$ cat src/rtl/dispatcher_pkg.sv
// Shared defaults and derived widths for the dispatcher and its per-output queues.
package dispatcher_pkg;

   localparam int unsigned WIDTH_DEF = 8;
   localparam int unsigned N_DEF     = 4;
   localparam int unsigned DEPTH_DEF = 2;

   function automatic int unsigned clog2_min1(input int unsigned v);
      return (v > 1) ? $clog2(v) : 1;
   endfunction

   localparam int unsigned DEST_W = clog2_min1(N_DEF);
   localparam int unsigned PTR_W  = clog2_min1(DEPTH_DEF);
   localparam int unsigned CNT_W  = $clog2(DEPTH_DEF + 1);

endpackage

$ cat src/rtl/dispatcher_queue.sv
// Single DEPTH-entry FIFO with a registered occupancy count; no empty bypass.
module dispatcher_queue
   import dispatcher_pkg::*;
#(
   parameter int unsigned WIDTH = WIDTH_DEF,
   parameter int unsigned DEPTH = DEPTH_DEF,
   parameter int unsigned PW    = clog2_min1(DEPTH),
   parameter int unsigned CW    = $clog2(DEPTH + 1)
) (
   input  logic             clk,
   input  logic             reset,
   input  logic             enq,
   input  logic [WIDTH-1:0] enq_bits,
   input  logic             deq_ready,
   output logic             valid,
   output logic [WIDTH-1:0] bits,
   output logic [CW-1:0]    count
);

   logic [WIDTH-1:0] mem [DEPTH];
   logic [PW-1:0]    wr_ptr_q, wr_ptr_d;
   logic [PW-1:0]    rd_ptr_q, rd_ptr_d;
   logic [CW-1:0]    count_q, count_d;
   logic             deq;

   function automatic logic [PW-1:0] ptr_next(input logic [PW-1:0] p);
      return (p == PW'(DEPTH - 1)) ? '0 : p + 1'b1;
   endfunction

   // Valid is masked during reset so no consumer sees a fire in the reset cycle.
   assign valid = reset & (count_q != '0);
   assign bits  = mem[rd_ptr_q];
   assign count = count_q;
   assign deq   = valid & deq_ready;

   always_comb begin
      wr_ptr_d = wr_ptr_q;
      rd_ptr_d = rd_ptr_q;
      count_d  = count_q;
      if (enq) wr_ptr_d = ptr_next(wr_ptr_q);
      if (deq) rd_ptr_d = ptr_next(rd_ptr_q);
      case ({enq, deq})
         2'b10:   count_d = count_q + 1'b1;
         2'b01:   count_d = count_q - 1'b1;
         default: count_d = count_q;
      endcase
   end

   always_ff @(posedge clk) begin
      if (!reset) begin
         wr_ptr_q <= '0;
         rd_ptr_q <= '0;
         count_q  <= '0;
      end else begin
         wr_ptr_q <= wr_ptr_d;
         rd_ptr_q <= rd_ptr_d;
         count_q  <= count_d;
      end
   end

   always_ff @(posedge clk) begin
      if (enq) mem[wr_ptr_q] <= enq_bits;
   end

endmodule

$ cat src/rtl/dispatcher.sv
// Routes input beats to one of N per-destination queues by io_in_dest.
// The named output port list is elaborated for N = 4.
module dispatcher
   import dispatcher_pkg::*;
#(
   parameter int unsigned WIDTH  = WIDTH_DEF,
   parameter int unsigned N      = N_DEF,
   parameter int unsigned DEPTH  = DEPTH_DEF,
   parameter int unsigned DW     = clog2_min1(N),
   parameter int unsigned CW     = $clog2(DEPTH + 1)
) (
   input  logic             clk,
   input  logic             reset,
   input  logic             io_in_valid,
   output logic             io_in_ready,
   input  logic [WIDTH-1:0] io_in_bits,
   input  logic [DW-1:0]    io_in_dest,
   output logic             io_out_0_valid,
   input  logic             io_out_0_ready,
   output logic [WIDTH-1:0] io_out_0_bits,
   output logic             io_out_1_valid,
   input  logic             io_out_1_ready,
   output logic [WIDTH-1:0] io_out_1_bits,
   output logic             io_out_2_valid,
   input  logic             io_out_2_ready,
   output logic [WIDTH-1:0] io_out_2_bits,
   output logic             io_out_3_valid,
   input  logic             io_out_3_ready,
   output logic [WIDTH-1:0] io_out_3_bits,
   output logic             io_fire
);

   logic [N-1:0]     enq;
   logic [N-1:0]     q_valid;
   logic [N-1:0]     q_ready;
   logic [WIDTH-1:0] q_bits  [N];
   logic [CW-1:0]    q_count [N];

   assign q_ready = {io_out_3_ready, io_out_2_ready, io_out_1_ready, io_out_0_ready};

   assign io_out_0_valid = q_valid[0];
   assign io_out_1_valid = q_valid[1];
   assign io_out_2_valid = q_valid[2];
   assign io_out_3_valid = q_valid[3];
   assign io_out_0_bits  = q_bits[0];
   assign io_out_1_bits  = q_bits[1];
   assign io_out_2_bits  = q_bits[2];
   assign io_out_3_bits  = q_bits[3];

   // Registered count only: a same-cycle dequeue never frees space for this beat.
   assign io_in_ready = reset & (q_count[io_in_dest] < CW'(DEPTH));
   assign io_fire     = io_in_valid & io_in_ready;

   always_comb begin
      enq             = '0;
      enq[io_in_dest] = io_fire;
   end

   for (genvar i = 0; i < N; i++) begin : g_queue
      dispatcher_queue #(
         .WIDTH (WIDTH),
         .DEPTH (DEPTH)
      ) u_queue (
         .clk       (clk),
         .reset     (reset),
         .enq       (enq[i]),
         .enq_bits  (io_in_bits),
         .deq_ready (q_ready[i]),
         .valid     (q_valid[i]),
         .bits      (q_bits[i]),
         .count     (q_count[i])
      );
   end

endmodule

$ cat config.mk
export PLATFORM = sky130hd
export DESIGN_NAME = dispatcher
export DESIGN_NICKNAME = d
export VERILOG_FILES = /design/src/rtl/dispatcher_pkg.sv /design/src/rtl/dispatcher_queue.sv /design/src/rtl/dispatcher.sv
export SDC_FILE = /design/constraint.sdc
export NUM_CORES = 1
export LEC_CHECK = 0
export CELL_PAD_IN_SITES_DETAIL_PLACEMENT = 0
export CELL_PAD_IN_SITES_GLOBAL_PLACEMENT = 1
export CORE_MARGIN = 8
export CORE_UTILIZATION = 40
export CTS_CLUSTER_DIAMETER = 200
export DETAILED_ROUTE_END_ITERATION = 12
export PLACE_DENSITY_LB_ADDON = 0.12
export SLEW_MARGIN = 5
export SYNTH_ARGS = -nofsm -noshare
export SYNTH_HDL_FRONTEND = slang
export SYNTH_HIERARCHICAL = 1
export SYNTH_SLANG_ARGS = --single-unit
export TNS_END_PERCENT = 5
$ cat constraint.sdc
create_clock -name clk -period 4.4 [get_ports clk]
set_clock_uncertainty 0.1 [all_clocks]
set_input_delay 1.1 -clock clk [delete_from_list [all_inputs] [get_ports clk]]
set_output_delay 1.1 -clock clk [all_outputs]
set_load 0.005 [all_outputs]
* Word-level counts from Yosys, hierarchy flattened
Memories as Yosys holds them, arrays and structs flattened. A register that Yosys moved wholly into a read port is not among the register bits. Cells that the tools add are included. W data, S select, Z words.
Cells by class: add/sub/neg operators 16, multipliers 0, divide/modulo/power cells 0, magnitude comparators 4, eq/ne operators 8, shift operators 0, multiplexer cells 33, bitwise operators 12, reductions and logical operators 9
Operators with widths (number):
- $mux W1 | 25
- $pmux W2 S2 | 4
- $reduce_bool A2 Y1 | 8
- $and A1 B1 Y1 | 10
- $add A1 B1 Y1 const B | 8
- $add A2 B1 Y2 const B | 4
- $eq A2 B1 Y1 const B | 4
- $eq A2 B2 Y1 const B | 4
- $sub A2 B1 Y2 const B | 4
- $and A4 B4 Y4 | 1
- $bmux W2 S2 | 1
- $mux W2 | 2
- $ge A3 B3 Y1 const B | 1
- $lt A2 B3 Y1 const B | 1
- $not A2 Y3 | 1
- $demux W1 S2 | 1
- $ge A2 B1 Y1 const B | 1
- $lt A2 B2 Y1 const B | 1
- $logic_and A1 B1 Y1 | 1
Storage, ports and cells: register bits after elaboration 16, latch bits 0, bits in writable memories 64, bits in read-only memories 0, input port bits 17, output and inout port bits 38, logic and storage cells 98, memories kept 4
Memory list:
- g_queue[0].u_queue.mem | words 2, bits a word 8, read ports 1, clocked after memory_dff 1, write ports 1, line dispatcher_queue.sv:20 | logic [WIDTH-1:0] mem [DEPTH];
- g_queue[1].u_queue.mem | words 2, bits a word 8, read ports 1, clocked after memory_dff 1, write ports 1, line dispatcher_queue.sv:20
- g_queue[2].u_queue.mem | words 2, bits a word 8, read ports 1, clocked after memory_dff 1, write ports 1, line dispatcher_queue.sv:20
- g_queue[3].u_queue.mem | words 2, bits a word 8, read ports 1, clocked after memory_dff 1, write ports 1, line dispatcher_queue.sv:20

* Depth between registers and ports, before layout
Gate-level depths: netlist of run 1.
word-level depth 10, depth in mapped cells 7, gate-level depth less buffers 7

* By module
The synthesis of run 1 kept the hierarchy.
Modules (own cells, without submodules):
- dispatcher_queue | instances 4, cells each 48, area an instance 798.3 µm², seq. area each 580.6 µm²
- dispatcher | instances 1, cells each 10, area an instance 70.1 µm², seq. area each 0.0 µm²

* Least setup slack after synthesis of run 1
No wires, ideal clock.
kind input -> output, from input port io_in_dest[0], to output port io_fire, arrival time 1.714 ns, data required time 3.200 ns, setup slack 1.486 ns, stages on the path 2, buffers on the path 0, cell sequence mux4_2 -> nor2_1
On the way: word-level cells in the longest chain between the ends 7
Ends and longest elaborated chain:
- start: declaration | line dispatcher.sv:17 | input logic [DW-1:0] io_in_dest,
- $not A2 Y3 (not written as such) | line dispatcher.sv:51 | assign io_in_ready = reset & (q_count[io_in_dest] < CW'(DEPTH));
- $bmux W2 S2 | line dispatcher.sv:51
- $mux W2 (not written as such) (2 in a row) | line dispatcher.sv:51
- $lt A2 B2 Y1 | line dispatcher.sv:51
- $and A1 B1 Y1 | line dispatcher.sv:51
- $and A1 B1 Y1 | line dispatcher.sv:52 | assign io_fire = io_in_valid & io_in_ready;
- end: declaration | line dispatcher.sv:30 | output logic io_fire
No other way between the ends. The select of a mux whose other input is x is not followed.

* Final worst setup path of run 1
Ends and elaborated chain as after synthesis.

==> results_dict.tcl, run 1 <==
set metrics [dict create \
    synth_edf_count 64 \
    diodes 0 \
    viasPerCell 4.68 \
    post-dp-hpwl_mm 4.21 \
    startpoint "io_in_dest[0]" \
    maxSlewViolCount 0 \
    holdWs_ns 0.450 \
    stdcell_count 378 \
    root_buffer "clkbuf_8" \
    min_from "g_queue[0].u_queue/count[1]" \
    endpoint_kind "output pin" \
    grt_overflow_total 0 \
    hold_viol 0 \
    fmax_ghz 0.247 \
    ys_warn_count 6 \
    slew_headroom_pct 50.9 \
    r2r-start "g_queue[0].u_queue/count[1]" \
    timing.final.crit_share_pct 91.9 \
    row_count 33 \
    fillCellCount 692 \
    antenna_left 0 \
    antenna_found_initial 0 \
    grt_pass1_wl_mm 9.63 \
    internal_power_mw 1.25 \
    hold_buffers 0 \
    htree_levels 3 \
    synth_cells 202 \
    post-route-util_pct 51.8 \
    grt_usage_pct 11.3 \
    clock_power_share_pct 37.7 \
    required_ns 3.20 \
    numPortBuffers 54 \
    fin_area_mm2 0.00417 \
    drc 0 \
    critPathLaunchType "primary input" \
    p_leak_nw 1.40 \
    cts-resized-gates 0 \
    gp_congestion 0.669 \
    ys_async_sr_fraction_pct 0 \
    final_common_cell "edfxtp_1" \
    multi_input_area_um2 902 \
    wl_per_cell_um 16.1 \
    pwr-share-seq_pct 55.7 \
    ys.flop_type "edfxtp_1" \
    power.total_mw 1.57 \
    clk_path_buf_depth 2 \
    die_area_mm2 0.0113 \
    crit_type "primary input to output pin" \
    finalNetCount 289 \
    dp_cells 362 \
    ys_seq_area_share_pct 71.2 \
    grt_pass1_vias 1819 \
    syn_area_per_cell_um2 16.2 \
    wl_met1_mm 2.68 \
    synth_fp_nets 223 \
    min_period_ns 4.04 \
    seqCellArea_mm2 0.00232 \
    die_w_um 106 \
    drt-total-wl_mm 6.07 \
    drive_gt1_share_pct 19.4 \
    dr.pass1.iters 6 \
    num_vias 1769 \
    switching_share_pct 20.4 \
    setup_slack_ns 0.356 \
    tns_ns 0 \
    peakVddDrop_mv 0.167 \
    status "finished, final reports clean" \
    maxCapViolations 0 \
    initial_core_util_pct 40.5 \
    pre_cts_ws_ns 0.381 \
    place_area_mm2 0.00395 \
    die_h_um 106 \
    rsz0062_at_grt "no" \
    cp.arrival_ns 2.84 \
    hp-class "flop to flop" \
    ios 55 \
    core-area_mm2 0.00805 \
    setup_violations 0 \
    highest-signal-layer "met4" \
    wl_met2_mm 3.06 \
    post_cts.repair.setup_buffers 0 \
    power_frac_comb_pct 6.6 \
    cts_sinks 84 \
    ys_ff_latch 84 \
    path_clk_slew_ns 0.07 \
    clock_latency_ns 0.34 \
    p_per_area_mw_per_mm2 377 \
    wl_met3_um 203 \
    numCtsBuffers 9 \
    cts_tree "done" \
    netlist_area_mm2 0.00326 \
    cp_max_fo 5 \
    drtIter0Drc 51 \
    p_switching_mw 0.322 \
    syn_to_final_growth_pct 27.9 \
    mostFrequentLayoutCells "edfxtp_1 (64), clkdlybuf4s50_1 (54), mux2_2 (32), and2_1 (20), dfxtp_1 (20)" \
    synthDistinctLibCells 21 \
    grt_max_degree 17 \
    tightest_slew_ns 0.733 \
]
==> critical path, cell delays in order <==
cell and delay (ns):
clkdlybuf4s50_1 0.57, mux4_2 0.54, nor2_1 0.12, clkdlybuf4s50_1 0.52
==> per-layer routing <==
layer  GRT usage [%]  vias up
met5               0        -
met4            6.03        0
met3            2.30       10
met2            19.0       36
met1            13.5      853
li1                -      870
==> path summary, 6_finish.rpt <==
| path | to | slack [ns] | cells after the start |
|---|---|---|---|
| setup / recovery | io_fire | 0.36 | 4 |
| hold / removal | g_queue[0].u_queue/count[1] | 0.45 | 2 |
| setup reg to reg | g_queue[0].u_queue/mem[0][3] | 2.34 | 3 |
| hold reg to reg | g_queue[0].u_queue/count[1] | 0.45 | 2 |
==> sequential cells by signal, indices dropped and copies added (netlist names), named ones only <==
register	count
g_queue.u_queue/mem	64
g_queue.u_queue/rd_ptr_q	4
g_queue.u_queue/wr_ptr_q	4
g_queue.u_queue/count	8
==> logic make-up (layout without fill, tap and decap cells) <==
logic type	Yosys count	after routing	synth area share, %
xor gates and xnor gates	12	12	3.22
muxes	33	33	11.7
and+or+nand+nor	40	40	7.17
buffers and inverters	9	80	1.19
AOI/OAI and AO/OA	20	20	3.99
DFF	84	84	71.2
adders and majority gates	4	4	1.53
==> final cells by class <==
type	count	area share (%)
inverters	5	0.450
well taps	105	3.15
clock buffers	9	2.97
flip-flops and latches	84	55.6
clock inverters	7	2.34
multi-input cells	109	21.6
repair buffers	59	13.8
==> synth_stat cells (all sizes together) (4+ instances only) <==
master / instances / area [µm²]
a21boi: 4 / 30.0
ha: 4 / 50.1
nor2: 6 / 22.5
and2: 20 / 125
nor2b: 4 / 25.0
inv: 5 / 18.8
xnor2: 12 / 105
mux2: 32 / 360
buf: 4 / 20.0
o21a: 8 / 60.1
o21ai: 8 / 40.0
dfxtp: 20 / 400
edfxtp: 64 / 1920
or3: 4 / 25.0
==> power by group through the flow <==
stage                     sequential (mW)  clock, mW  combinational (mW)
after floorplan                     0.889          0              0.0471
after global placement              0.895          0               0.106
after detailed placement            0.895          0               0.107
after CTS                           0.877      0.612               0.108
after global routing                0.879      0.647               0.114
final                               0.876      0.593               0.104
Note: power is estimated with default switching activity, not from simulation.
==> run 2, diff against run 1 <==
ABC_AREA = 1   (was default)
PLACE_DENSITY_LB_ADDON = 0.15   (was 0.12)
SLEW_MARGIN = default   (was 5)
==> results_dict.tcl, run 2 <==
set metrics [dict create \
    ys_warn_count 6 \
    synth_commonest_cells "edfxtp_1 (64), inv_1 (39), nor2_1 (38), nand2_1 (34), mux2_2 (32)" \
    crit_type "primary input to output pin" \
    r2r-start "g_queue[3].u_queue/count[1]" \
    ys_seq_area_share_pct 67.7 \
    crit_chain "clkdlybuf4s50_1 > inv_2 > nand3_1 > nand2_1 > nor2_2 > nand3_2 > inv_1 > clkdlybuf4s50_1" \
    antenna_found_initial 0 \
    slew_headroom_pct 70.6 \
    min_from "g_queue[3].u_queue/count[0]" \
    clock_latency_ns 0.35 \
    syn_to_final_growth_pct 26.1 \
    cpMostUsedCell "clkdlybuf4s50_1" \
    required_ns 3.20 \
    status "finished, final reports clean" \
    grt_usage_pct 12.3 \
    cp_max_fo 5 \
    yosysTopAreaCell "edfxtp_1" \
    core-area_mm2 0.00826 \
    grt_pass1_wl_mm 10.9 \
    crit_slowest_cell "clkdlybuf4s50_1" \
    maxSlewViolCount 0 \
    die_w_um 109 \
    netlist_area_mm2 0.00343 \
    crit_buf_inv 4 \
    dp_cells 441 \
    cts_sinks 84 \
    drt-total-wl_mm 6.84 \
    synthDistinctLibCells 17 \
    ff2ff_path_depth 12 \
    grt_max_degree 16 \
    p_leak_nw 1.63 \
    critPathLaunchType "primary input" \
    peakVddDrop_mv 0.169 \
    path_clk_slew_ns 0.09 \
    finalNetCount 368 \
    synth_edf_count 64 \
    root_buffer "clkbuf_8" \
    cp_top_family "buffers and inverters" \
    hold_end "g_queue[3].u_queue/count[0]" \
    hold_buffers 0 \
    num_vias 2130 \
    ys.flop_type "edfxtp_1" \
    timing.final.crit_share_pct 87.4 \
    antenna_left 0 \
    hold_viol 0 \
    clk_path_buf_depth 2 \
    p_per_area_mw_per_mm2 351 \
    cpPeakStageDelay_ns 0.56 \
    diodes 0 \
    maxCapViolations 0 \
    drive_gt1_share_pct 19.6 \
    cts_tree "done" \
    cp.arrival_ns 2.65 \
    grt_pass1_vias 2081 \
    ys_async_sr_fraction_pct 0 \
    regMostFlops "g_queue.u_queue/mem" \
    numCtsBuffers 9 \
    htree_levels 3 \
    tightest_slew_ns 0.441 \
    min_period_ns 3.85 \
    mostFrequentLayoutCells "edfxtp_1 (64), clkdlybuf4s50_1 (54), inv_1 (39), nor2_1 (38), nand2_1 (34)" \
    die_h_um 109 \
    rsz0062_at_grt "no" \
    wl_per_cell_um 15.0 \
    drtIter0Drc 74 \
    initial_core_util_pct 41.5 \
    gp_congestion 0.725 \
    reg2reg_to "g_queue[1].u_queue/count[1]" \
    die_area_mm2 0.0118 \
    synth.most_common_cell "edfxtp_1" \
    tns_ns 0 \
    min_path_cells 1 \
    grt_overflow_total 0 \
    synth_cells 280 \
    stdcell_count 457 \
    largest_reg_flops 64 \
    cts-resized-gates 0 \
    row_count 33 \
    hp-class "flop to flop" \
    setup_violations 0 \
    post_cts.repair.setup_buffers 0 \
    drc 0 \
    final_common_cell "edfxtp_1" \
    rrSetupSlack_ns 2.47 \
    ios 55 \
    holdWs_ns 0.410 \
    viasPerCell 4.66 \
    synth_fp_nets 301 \
    synthTopCellsByArea "edfxtp_1 (56%), dfxtp_1 (12%), mux2_2 (11%), inv_1 (4.3%), nor2_1 (4.2%)" \
    synth.top_cell.area_share_pct 56.1 \
    fmax_ghz 0.260 \
    ys_ff_latch 84 \
    dr.pass1.iters 4 \
    endpoint_kind "output pin" \
    post-dp-hpwl_mm 4.86 \
    syn_area_per_cell_um2 12.2 \
    numPortBuffers 54 \
    fillCellCount 738 \
]
-- run 2: cell types whose count changed after synthesis, moves of 12 or more --
| cell | previous run | this run |
|---|---|---|
| nand2_1 | 1 | 34 |
| and2_1 | 20 | 0 |
| xnor2_1 | 12 | 0 |
| inv_1 | 5 | 39 |
| nor2_1 | 6 | 38 |
-- run 2: area by class of cell --
type / instances / area, µm² / share of cell area [%]
clock buffer: 10 / 128 / 2.95
multi-input combinational: 147 / 917 / 21.2
timing repair buffer: 60 / 586 / 13.5
tap: 105 / 131 / 3.04
inverter: 45 / 169 / 3.91
sequential: 84 / 2320 / 53.7
clock inverter: 6 / 71.3 / 1.65
-- run 2: where the power goes --
group	switching, mW	leakage, nW	internal (mW)	total (mW)
Combinational	0.0480	0.796	0.0500	0.0980
Clock	0.280	0.0935	0.268	0.548
Sequential	0.00819	0.740	0.863	0.871
-- run 2: routing by layer --
layer	vias up	part of all wire [%]	track usage, %
met1	986	47	15.7
met2	57	45	19.0
met4	0	1.8	6.16
li1	1077	-	-
met3	10	6.2	2.91
met5	-	0	0
-- run 2: worst max-delay path by stage --
stage	slack, ns	end	startpoint	depth (start not counted)
2_1_floorplan	1.70	io_fire	io_in_dest[0]	6
3_3_place_gp	0.59	io_fire	io_in_dest[0]	8
3_5_place_dp	0.56	io_fire	io_in_dest[0]	8
4_1_cts	0.55	io_fire	io_in_dest[0]	8
5_1_grt	0.42	io_fire	io_in_dest[1]	8
6_report	0.55	io_fire	io_in_dest[0]	8
-- run 2: cells by family after synthesis --
family | after synthesis | synth area share, %
simple gates | 99 | 13.0
compound gates | 12 | 1.75
buf+inv | 49 | 5.51
flops | 84 | 67.7
fa+ha+maj | 4 | 1.46
mux | 32 | 10.5
-- run 2: metrics by stage --
stage | cell area [µm²] | util (%) | setup slack [ns] | power, mW
3_5_place_dp | 4130 | 50.0 | 0.560 | 0.989
2_1_floorplan | 3430 | - | 1.70 | 0.928
6_report | 4320 | 52.4 | 0.553 | 1.52
5_1_grt | 4320 | 52.4 | 0.420 | 1.58
3_3_place_gp | 4130 | 50.0 | 0.587 | 0.988
4_1_cts | 4320 | 52.4 | 0.550 | 1.54
-- run 2: worst reg2reg max path, cell delays in order, from the launching register on --
cell     delay, ns
dfxtp_1       0.35
nand3_1       0.11
nand2_1       0.07
nor2_2        0.09
nand3_2       0.10
nor2_1        0.25
inv_1         0.11
ha_1          0.30
inv_1         0.10
nand2_1       0.06
nor2_1        0.08
nor2_1        0.04
nor2_1        0.09
==> run 3, diff against run 2 <==
SYNTH_HIERARCHICAL = default   (was 1)
==> results_dict.tcl, run 3 <==
set metrics [dict create \
    synth.top_cell.area_share_pct 57.9 \
    synth_fp_nets 264 \
    critPathLaunchType "primary input" \
    clk_path_buf_depth 2 \
    synthDistinctLibCells 20 \
    place_area_mm2 0.00397 \
    dp_cells 396 \
    post-dp-hpwl_mm 4.47 \
    ys_seq_area_share_pct 70.0 \
    fmax_ghz 0.253 \
    status "finished, final reports clean" \
    cp.arrival_ns 2.76 \
    synth_commonest_cells "edfxtp_1 (64), mux2_2 (32), nor2_1 (26), inv_1 (24), dfxtp_1 (20)" \
    crit_buf_inv 3 \
    required_ns 3.20 \
    min_path_cells 1 \
    antenna_found_initial 0 \
    largest_reg_flops 64 \
    cp_max_fo 6 \
    maxCapViolations 0 \
    drt-total-wl_mm 6.31 \
    cts_sinks 84 \
    numPortBuffers 54 \
    ios 55 \
    die_h_um 107 \
    ys_ff_latch 84 \
    p_per_area_mw_per_mm2 375 \
    drive_gt1_share_pct 19.9 \
    rsz0062_at_grt "no" \
    tightest_slew_ns 0.757 \
    diodes 0 \
    clock_latency_ns 0.34 \
    crit_slowest_cell "clkdlybuf4s50_1" \
    crit_type "primary input to output pin" \
    stdcell_count 412 \
    final_common_cell "edfxtp_1" \
    tns_ns 0 \
    timing.final.crit_share_pct 90.0 \
    holdWs_ns 0.381 \
    antenna_left 0 \
    mostFrequentLayoutCells "edfxtp_1 (64), clkdlybuf4s50_1 (54), mux2_2 (32), nor2_1 (26), inv_1 (24)" \
    viasPerCell 4.58 \
    cts-resized-gates 0 \
    drtIter0Drc 58 \
    grt_pass1_wl_mm 10.1 \
    wl_per_cell_um 15.3 \
    slew_headroom_pct 49.4 \
    post_cts.repair.setup_buffers 0 \
    ys_async_sr_fraction_pct 0 \
    cpPeakStageDelay_ns 0.58 \
    maxSlewViolCount 0 \
    gp_congestion 0.762 \
    finalNetCount 323 \
    ff2ff_path_depth 5 \
    grt_usage_pct 11.6 \
    row_count 33 \
    core-area_mm2 0.00813 \
    regMostFlops "g_queue.u_queue.mem" \
    pre_cts_ws_ns 0.445 \
    ys_warn_count 0 \
    numCtsBuffers 9 \
    grt_max_degree 16 \
    crit_chain "clkdlybuf4s50_1 > inv_1 > nand3_1 > nand3_1 > nor2_2 > clkdlybuf4s50_1" \
    die_area_mm2 0.0115 \
    netlist_area_mm2 0.00332 \
    grt_overflow_total 0 \
    dr.pass1.iters 4 \
    ys.flop_type "edfxtp_1" \
    grt_pass1_vias 1926 \
    synth.most_common_cell "edfxtp_1" \
    hold_viol 0 \
    htree_levels 3 \
    p_leak_nw 1.57 \
    min_period_ns 3.96 \
    cp_top_family "buffers and inverters" \
    hp-class "flop to flop" \
    initial_core_util_pct 40.8 \
    endpoint_kind "output pin" \
    setup_slack_ns 0.442 \
    path_clk_slew_ns 0.08 \
    cts_tree "done" \
    syn_area_per_cell_um2 13.7 \
    syn_to_final_growth_pct 26.3 \
    yosysTopAreaCell "edfxtp_1" \
    power.total_mw 1.57 \
    setup_violations 0 \
    root_buffer "clkbuf_8" \
    die_w_um 107 \
    fillCellCount 693 \
    drc 0 \
    synth_edf_count 64 \
    post-route-util_pct 51.5 \
    fin_area_mm2 0.00419 \
    cp_num_cells 6 \
    synth_cells 243 \
    hold_buffers 0 \
    num_vias 1885 \
    synthTopCellsByArea "edfxtp_1 (58%), dfxtp_1 (12%), mux2_2 (11%), nor2_1 (2.9%), inv_1 (2.7%)" \
    peakVddDrop_mv 0.181 \
]
run 3: cell count changes in the layout (fill, tap and decap cells not counted), moves of 2 or more:
cell     change
buf_4        -5
nor2_2       +2
nand2_1     -15
nand2_2      -3
xor2_1       +5
nand4_2      +4
inv_2        -2
nand3_2      -5
o21ai_0      +5
nor3_1       -4
inv_1       -15
a21oi_1      +3
nand4_1      -4
nor2_1      -12
run 3: kinds of logic after synthesis:
kind of cell	after synthesis	share of synthesized area, %
flops	84	70.0
buf+inv	35	4.03
mux	32	10.9
simple gates	63	9.28
xor+xnor	5	1.32
fa+ha+maj	4	1.51
compound gates	20	3.02
run 3: layout make-up:
cell class	count	area (µm²)	area share (%)
inverter	28	105	2.51
sequential	84	2320	55.4
multi-input combinational	124	862	20.6
clock buffer	9	124	2.96
clock inverter	7	97.6	2.33
timing repair buffer	55	548	13.1
tap	105	131	3.14
run 3: final timing paths:
path / from / endpoint / slack, ns
worst max-delay path: io_in_dest[0] / io_in_ready / 0.44
worst min-delay path: g_queue[3].u_queue.count[1] / g_queue[3].u_queue.count[1] / 0.38
worst max register to register: g_queue[1].u_queue.count[1] / g_queue[2].u_queue.mem[0][0] / 2.50
worst min register to register: g_queue[3].u_queue.count[1] / g_queue[3].u_queue.count[1] / 0.38
run 3: power breakdown:
| part | internal [mW] | switching, mW |
|---|---|---|
| clock | 0.323 | 0.278 |
| sequential | 0.864 | 0.00830 |
| combinational | 0.0505 | 0.0458 |
run 3: per-layer routing:
metal	GRT usage [%]	part of all wire (%)
met5	0	0
met1	14.7	46
met4	5.43	1.5
met2	17.9	47
met3	3.06	5.1
==> variant 1, RTL diff (config.mk and constraints of run 2) <==
Change the package constant `DEPTH_DEF` from 2 to 4.
--- a/src/rtl/dispatcher_pkg.sv
+++ b/src/rtl/dispatcher_pkg.sv
@@ -3,7 +3,7 @@
 
    localparam int unsigned WIDTH_DEF = 8;
    localparam int unsigned N_DEF     = 4;
-   localparam int unsigned DEPTH_DEF = 2;
+   localparam int unsigned DEPTH_DEF = 4;
 
    function automatic int unsigned clog2_min1(input int unsigned v);
       return (v > 1) ? $clog2(v) : 1;
Behaviour: not the same (a bounded check fails within 4 cycles, from zero or initial values and one cycle with reset low).
==> variant 1 against run 2 <==
Routed wire length is 110% higher. Setup slack worse by 0.040 ns. Global-route usage is 1.5 points higher. Design area is 88% higher. Sequential power is 99% higher. Area after synthesis is 100% higher. Clock power grew to 2.5 times the old value. Combinational power grew to 3.0 times the old value. Cell count is 96% higher. Total power is 120% higher. Sequential share of layout area is 2.4 points higher. Sequential cell count is 80 higher. Largest cell class unchanged. Highest routed layer unchanged.
==> variant 1: results (changes against run 2) <==
initial antenna violation count: 0 (unchanged)
R2R cell count: 10 (was 12)
Hold Crit Depth: 2 (was 1)
latest clock arrival within the worst-skew pair: 0.42 ns (was 0.35 ns)
Diodes inserted: 0 (unchanged)
M1 GR Usage: 0.172 (was 0.157)
post-synthesis compound-gate area fraction: 0.107 (was 0.0175)
vias per cell: 4.94 (was 4.66)
Initial DRT Pass Iterations: 4 (unchanged)
synthesized net count: 637 (was 301)
Fin Hold WS: 0.435 ns (was 0.410 ns)
gr usage total: 0.137 (was 0.123)
layout cells sized above 1: 0.0852 (was 0.196)
CP Data Arrival Time: 2.69 ns (was 2.65 ns)
CP max-delay cell: clkdlybuf4s50_1 (unchanged)
met2 GRT Util: 0.225 (was 0.190)
Post-DP Area: 7580 µm² (was 4130 µm²)
Filler cells: 1517 (was 738)
Min-Delay Path Class: reg2reg (unchanged)
total CTS buffers: 17 (was 9)
status: complete, no violations (unchanged)
Port Buffers: 54 (unchanged)
Iter 0 DRT Violations: 242 (was 74)
vias in the first global route: 4329 (was 2081)
pre-CTS setup slack: 0.529 ns (was 0.560 ns)
Placer Congestion: 0.752 (was 0.725)
Netlist cell types: 20 (was 17)
Adder-Cell Fraction of Synth Area: 0.0555 (was 0.0146)
placed cell count: 862 (was 441)
worst-margin pin slew: 0.720 ns (was 0.441 ns)
register area share after synthesis: 0.666 (was 0.677)
post-cts sizing count: 0 (unchanged)
R2R setup slack: 1.99 ns (was 2.47 ns)
Leak: 3.19 nW (was 1.63 nW)
Area contributors post-synth: edfxtp_1 56%, dfxtp_1 11%, o21ai_0 4.7% (was edfxtp_1 56%, dfxtp_1 12%, mux2_2 11%)
synth warn: 6 (unchanged)
async set-reset flop share out of synthesis: 0 (unchanged)
drt total wl: 14500 µm (was 6840 µm)
Final #Nets: 701 (was 368)
largest net degree at the start of global routing: 21 (was 16)
number of enable flip-flop cells after synthesis: 128 (was 64)
CTS Root Cell: clkbuf_16 (was clkbuf_8)
final cell count without fillers: 894 (was 457)
most frequent cells after synthesis: 128 x edfxtp_1, 79 x inv_1, 67 x nor2_1 (was 64 x edfxtp_1, 39 x inv_1, 38 x nor2_1)
Max stage delay on crit path: 0.57 ns
mux contribution to synthesized area: 0 (was 0.105)
XOR/XNOR share of the synthesized area: 0 (unchanged)
maximum VDD drop: 0.276 mV (was 0.169 mV)
Bufs on Longest Clock Path: 2 (unchanged)
H-tree lvl count: 4 (was 3)
Largest register FFs: 128 (was 64)
Post-DP HPWL: 9590 µm (was 4860 µm)
crit-path max FO: 5 (unchanged)
Syn Inst Count: 592 (was 280)
Reg with most FFs: g_queue.u_queue/mem (unchanged)
setup bufs post-CTS: 0 (unchanged)
met3 Use GR: 0.0320 (was 0.0291)
Worst-path clk slew: 0.06 ns (was 0.09 ns)
first-pass GRT wire length: 23100 µm (was 10900 µm)
-- variant 1: per-layer routing --
metal  part of all wire  up-vias
li1                   -     2181
met1               0.46     2125
met2               0.47       95
met3              0.043       17
met4              0.018        0
met5                  0        -
-- variant 1: logic make-up (layout without fill, tap and decap cells) --
logic type / count (synthesis) / count (layout)
adders and majority gates: 28 / 28
and+or+nand+nor: 175 / 175
DFF: 164 / 164
AOI/OAI and AO/OA: 128 / 128
buffers and inverters: 97 / 174
-- variant 1: final cells by class --
class	count	area [µm²]	share of cell area
Clock buffer	23	468	0.0576
Sequential cell	164	4560	0.561
Timing Repair Buffer	57	563	0.0693
Inverter	85	319	0.0392
Tap cell	225	282	0.0346
Multi-Input combinational cell	331	1860	0.228
Clock inverter	9	78.8	0.00970
-- variant 1: critical path: cells and delay by family --
family	cells	cell delay (ns)
buffers and inverters	4	1.23
AND/OR/NAND/NOR	4	0.37
-- variant 1: worst paths after layout --
kind,from,end
max,io_in_dest[1],io_fire
min,g_queue[2].u_queue/wr_ptr_q[1],g_queue[2].u_queue/wr_ptr_q[1]
min reg2reg,g_queue[2].u_queue/wr_ptr_q[1],g_queue[2].u_queue/wr_ptr_q[1]
max reg2reg,g_queue[2].u_queue/count[2],g_queue[2].u_queue/count[1]
-- variant 1: power breakdown --
group | total (mW) | switching [mW] | internal, mW | leakage [nW]
Clock | 1.37 | 0.562 | 0.805 | 0.269
Combinational | 0.291 | 0.161 | 0.130 | 1.48
Sequential | 1.73 | 0.0321 | 1.70 | 1.45
Total | 3.39 | 0.755 | 2.63 | 3.19
==> variant 2, RTL diff (flow settings as in run 2) <==
Without the edit above. Reset style: asynchronous (`reset`), changed in one clocked block.
--- a/src/rtl/dispatcher_queue.sv
+++ b/src/rtl/dispatcher_queue.sv
@@ -46,7 +46,7 @@
       endcase
    end
 
-   always_ff @(posedge clk) begin
+   always_ff @(posedge clk or negedge reset) begin
       if (!reset) begin
          wr_ptr_q <= '0;
          rd_ptr_q <= '0;
Formal check against the unedited RTL: differs if reset is asserted again (counterexample within 4 cycles, from zero or initial values and one cycle with reset low); with reset held inactive, the same outputs for 4 cycles.
==> variant 2 against run 2 <==
Design area decreased by 2.3%. Cell count is 6.3% higher. Via count increased by 1.5%. Routed wire length shrank 0.45%. Setup slack got worse by 0.033 ns. Non-clock buffer count fell by 3. Utilization fell by 0.97 points. Area after synthesis fell by 0.99%. Sequential cell count is 4 lower. Highest routed layer unchanged.
Power is not compared: it rests on default switching activity, and its combinational part moved more than twofold at a synthesized area within 25%.
==> variant 2: results (changes against run 2) <==
Min-Delay Path Class: reg2reg (unchanged)
Initial DRT Pass Iterations: 4 (unchanged)
clock-cell share of area: 0.0444 (was 0.0460)
die width: 108 µm (was 109 µm)
Final #Nets: 397 (was 368)
Reg with most FFs: g_queue.u_queue/mem (unchanged)
placed cell count: 470 (was 441)
initial antenna violation count: 0 (unchanged)
Logic inverters: 41 (was 45)
Area contributors post-synth: edfxtp_1 57%, nand2_1 14%, dfrtp_1 12% (was edfxtp_1 56%, dfxtp_1 12%, mux2_2 11%)
synth warn: 6 (unchanged)
non-clk buf share: 0.133 (was 0.135)
Iter 0 DRT Violations: 65 (was 74)
register area share after synthesis: 0.684 (was 0.677)
Post-DP HPWL: 4790 µm (was 4860 µm)
layout cells sized above 1: 0.0971 (was 0.196)
largest net degree at the start of global routing: 15 (was 16)
internal power: 1.55 mW
total number of vias: 2163 (was 2130)
Seq area share: 0.550 (was 0.537)
Largest register FFs: 64 (unchanged)
vias in the first global route: 2122 (was 2081)
Synth Flop Type: edfxtp_1 (unchanged)
P_seq: 1.05 mW
final cell count without fillers: 486 (was 457)
Buffers excl. clock: 57 (was 60)
crit-path max FO: 5 (unchanged)
status: complete, no violations (unchanged)
maximum VDD drop: 0.242 mV
worst relative slew slack: 0.528 (was 0.706)
async set-reset flop share out of synthesis: 0.200 (was 0)
first-pass GRT wire length: 10700 µm (was 10900 µm)
Multi-input comb cells: 187 (was 147)
H-tree lvl count: 3 (unchanged)
FF+latch count, synth: 80 (was 84)
Worst-path clk slew: 0.08 ns
WL/cell: 14.0 µm (was 15.0 µm)
Leak: 1.82 nW
synthesized area per cell: 10.9 µm² (was 12.2 µm²)
Netlist cell types: 18 (was 17)
most frequent cells after synthesis: 130 x nand2_1, 64 x edfxtp_1, 31 x inv_1 (was 64 x edfxtp_1, 39 x inv_1, 38 x nor2_1)
gr usage total: 0.122 (was 0.123)
synthesized net count: 333 (was 301)
latest clock arrival within the worst-skew pair: 0.33 ns (was 0.35 ns)
setup bufs post-CTS: 0 (unchanged)
CP Data Arrival Time: 2.68 ns (was 2.65 ns)
Filler cells: 740 (was 738)
fraction of area in multi-input gates: 0.202 (was 0.212)
Placer Congestion: 0.723 (was 0.725)
Post-DP Area: 4040 µm² (was 4130 µm²)
Bufs on Longest Clock Path: 2 (unchanged)
variant 2: cell types whose count changed after synthesis, sizes merged, moves of 8 or more:
| cell | delta |
|---|---|
| dfxtp | -20 |
| a21oi | -8 |
| mux2 | -32 |
| nand2 | +96 |
| nor2 | -20 |
| dfrtp | +16 |
variant 2: path summary, 6_finish.rpt:
check,from,to,slack (ns),depth (start not counted)
min in group asynchronous,reset,g_queue[1].u_queue/count[0],1.02,2
setup reg to reg,g_queue[2].u_queue/count[1],g_queue[0].u_queue/mem[0][1],2.12,7
hold / removal,g_queue[1].u_queue/wr_ptr_q,g_queue[1].u_queue/wr_ptr_q,0.40,1
hold reg to reg,g_queue[1].u_queue/wr_ptr_q,g_queue[1].u_queue/wr_ptr_q,0.40,1
max in group asynchronous,reset,g_queue[2].u_queue/count[1],2.80,3
setup / recovery,io_in_dest[0],io_fire,0.52,8
variant 2: worst max-delay path, stage by stage:
cell and delay, ns:
clkdlybuf4s50_1 0.56, inv_2 0.07, nand3_1 0.09, nand2_1 0.07
nor2_2 0.11, nand3_2 0.11, inv_1 0.07, clkdlybuf4s50_1 0.50
variant 2: per-stage QoR:
step | util | total power [mW] | setup WS (ns)
floorplan | - | 1.44 | 1.70
global placement | 0.491 | 1.79 | 0.574
detailed placement | 0.491 | 1.80 | 0.531
CTS | 0.514 | 2.31 | 0.515
global route | 0.514 | 2.43 | 0.430
finish | 0.514 | 2.28 | 0.520
variant 2: cells by family after synthesis:
family | synth area share
DFF | 0.684
and+or+nand+nor | 0.216
xor gates and xnor gates | 0.0206
adders and majority gates | 0.0147
buffers and inverters | 0.0649
variant 2: metal layers:
layer	global-route usage	vias up	wire length, µm
li1	-	1132	-
met1	0.145	985	3010
met2	0.203	39	3330
met3	0.0321	7	385
met4	0.0565	0	90
met5	0	-	0
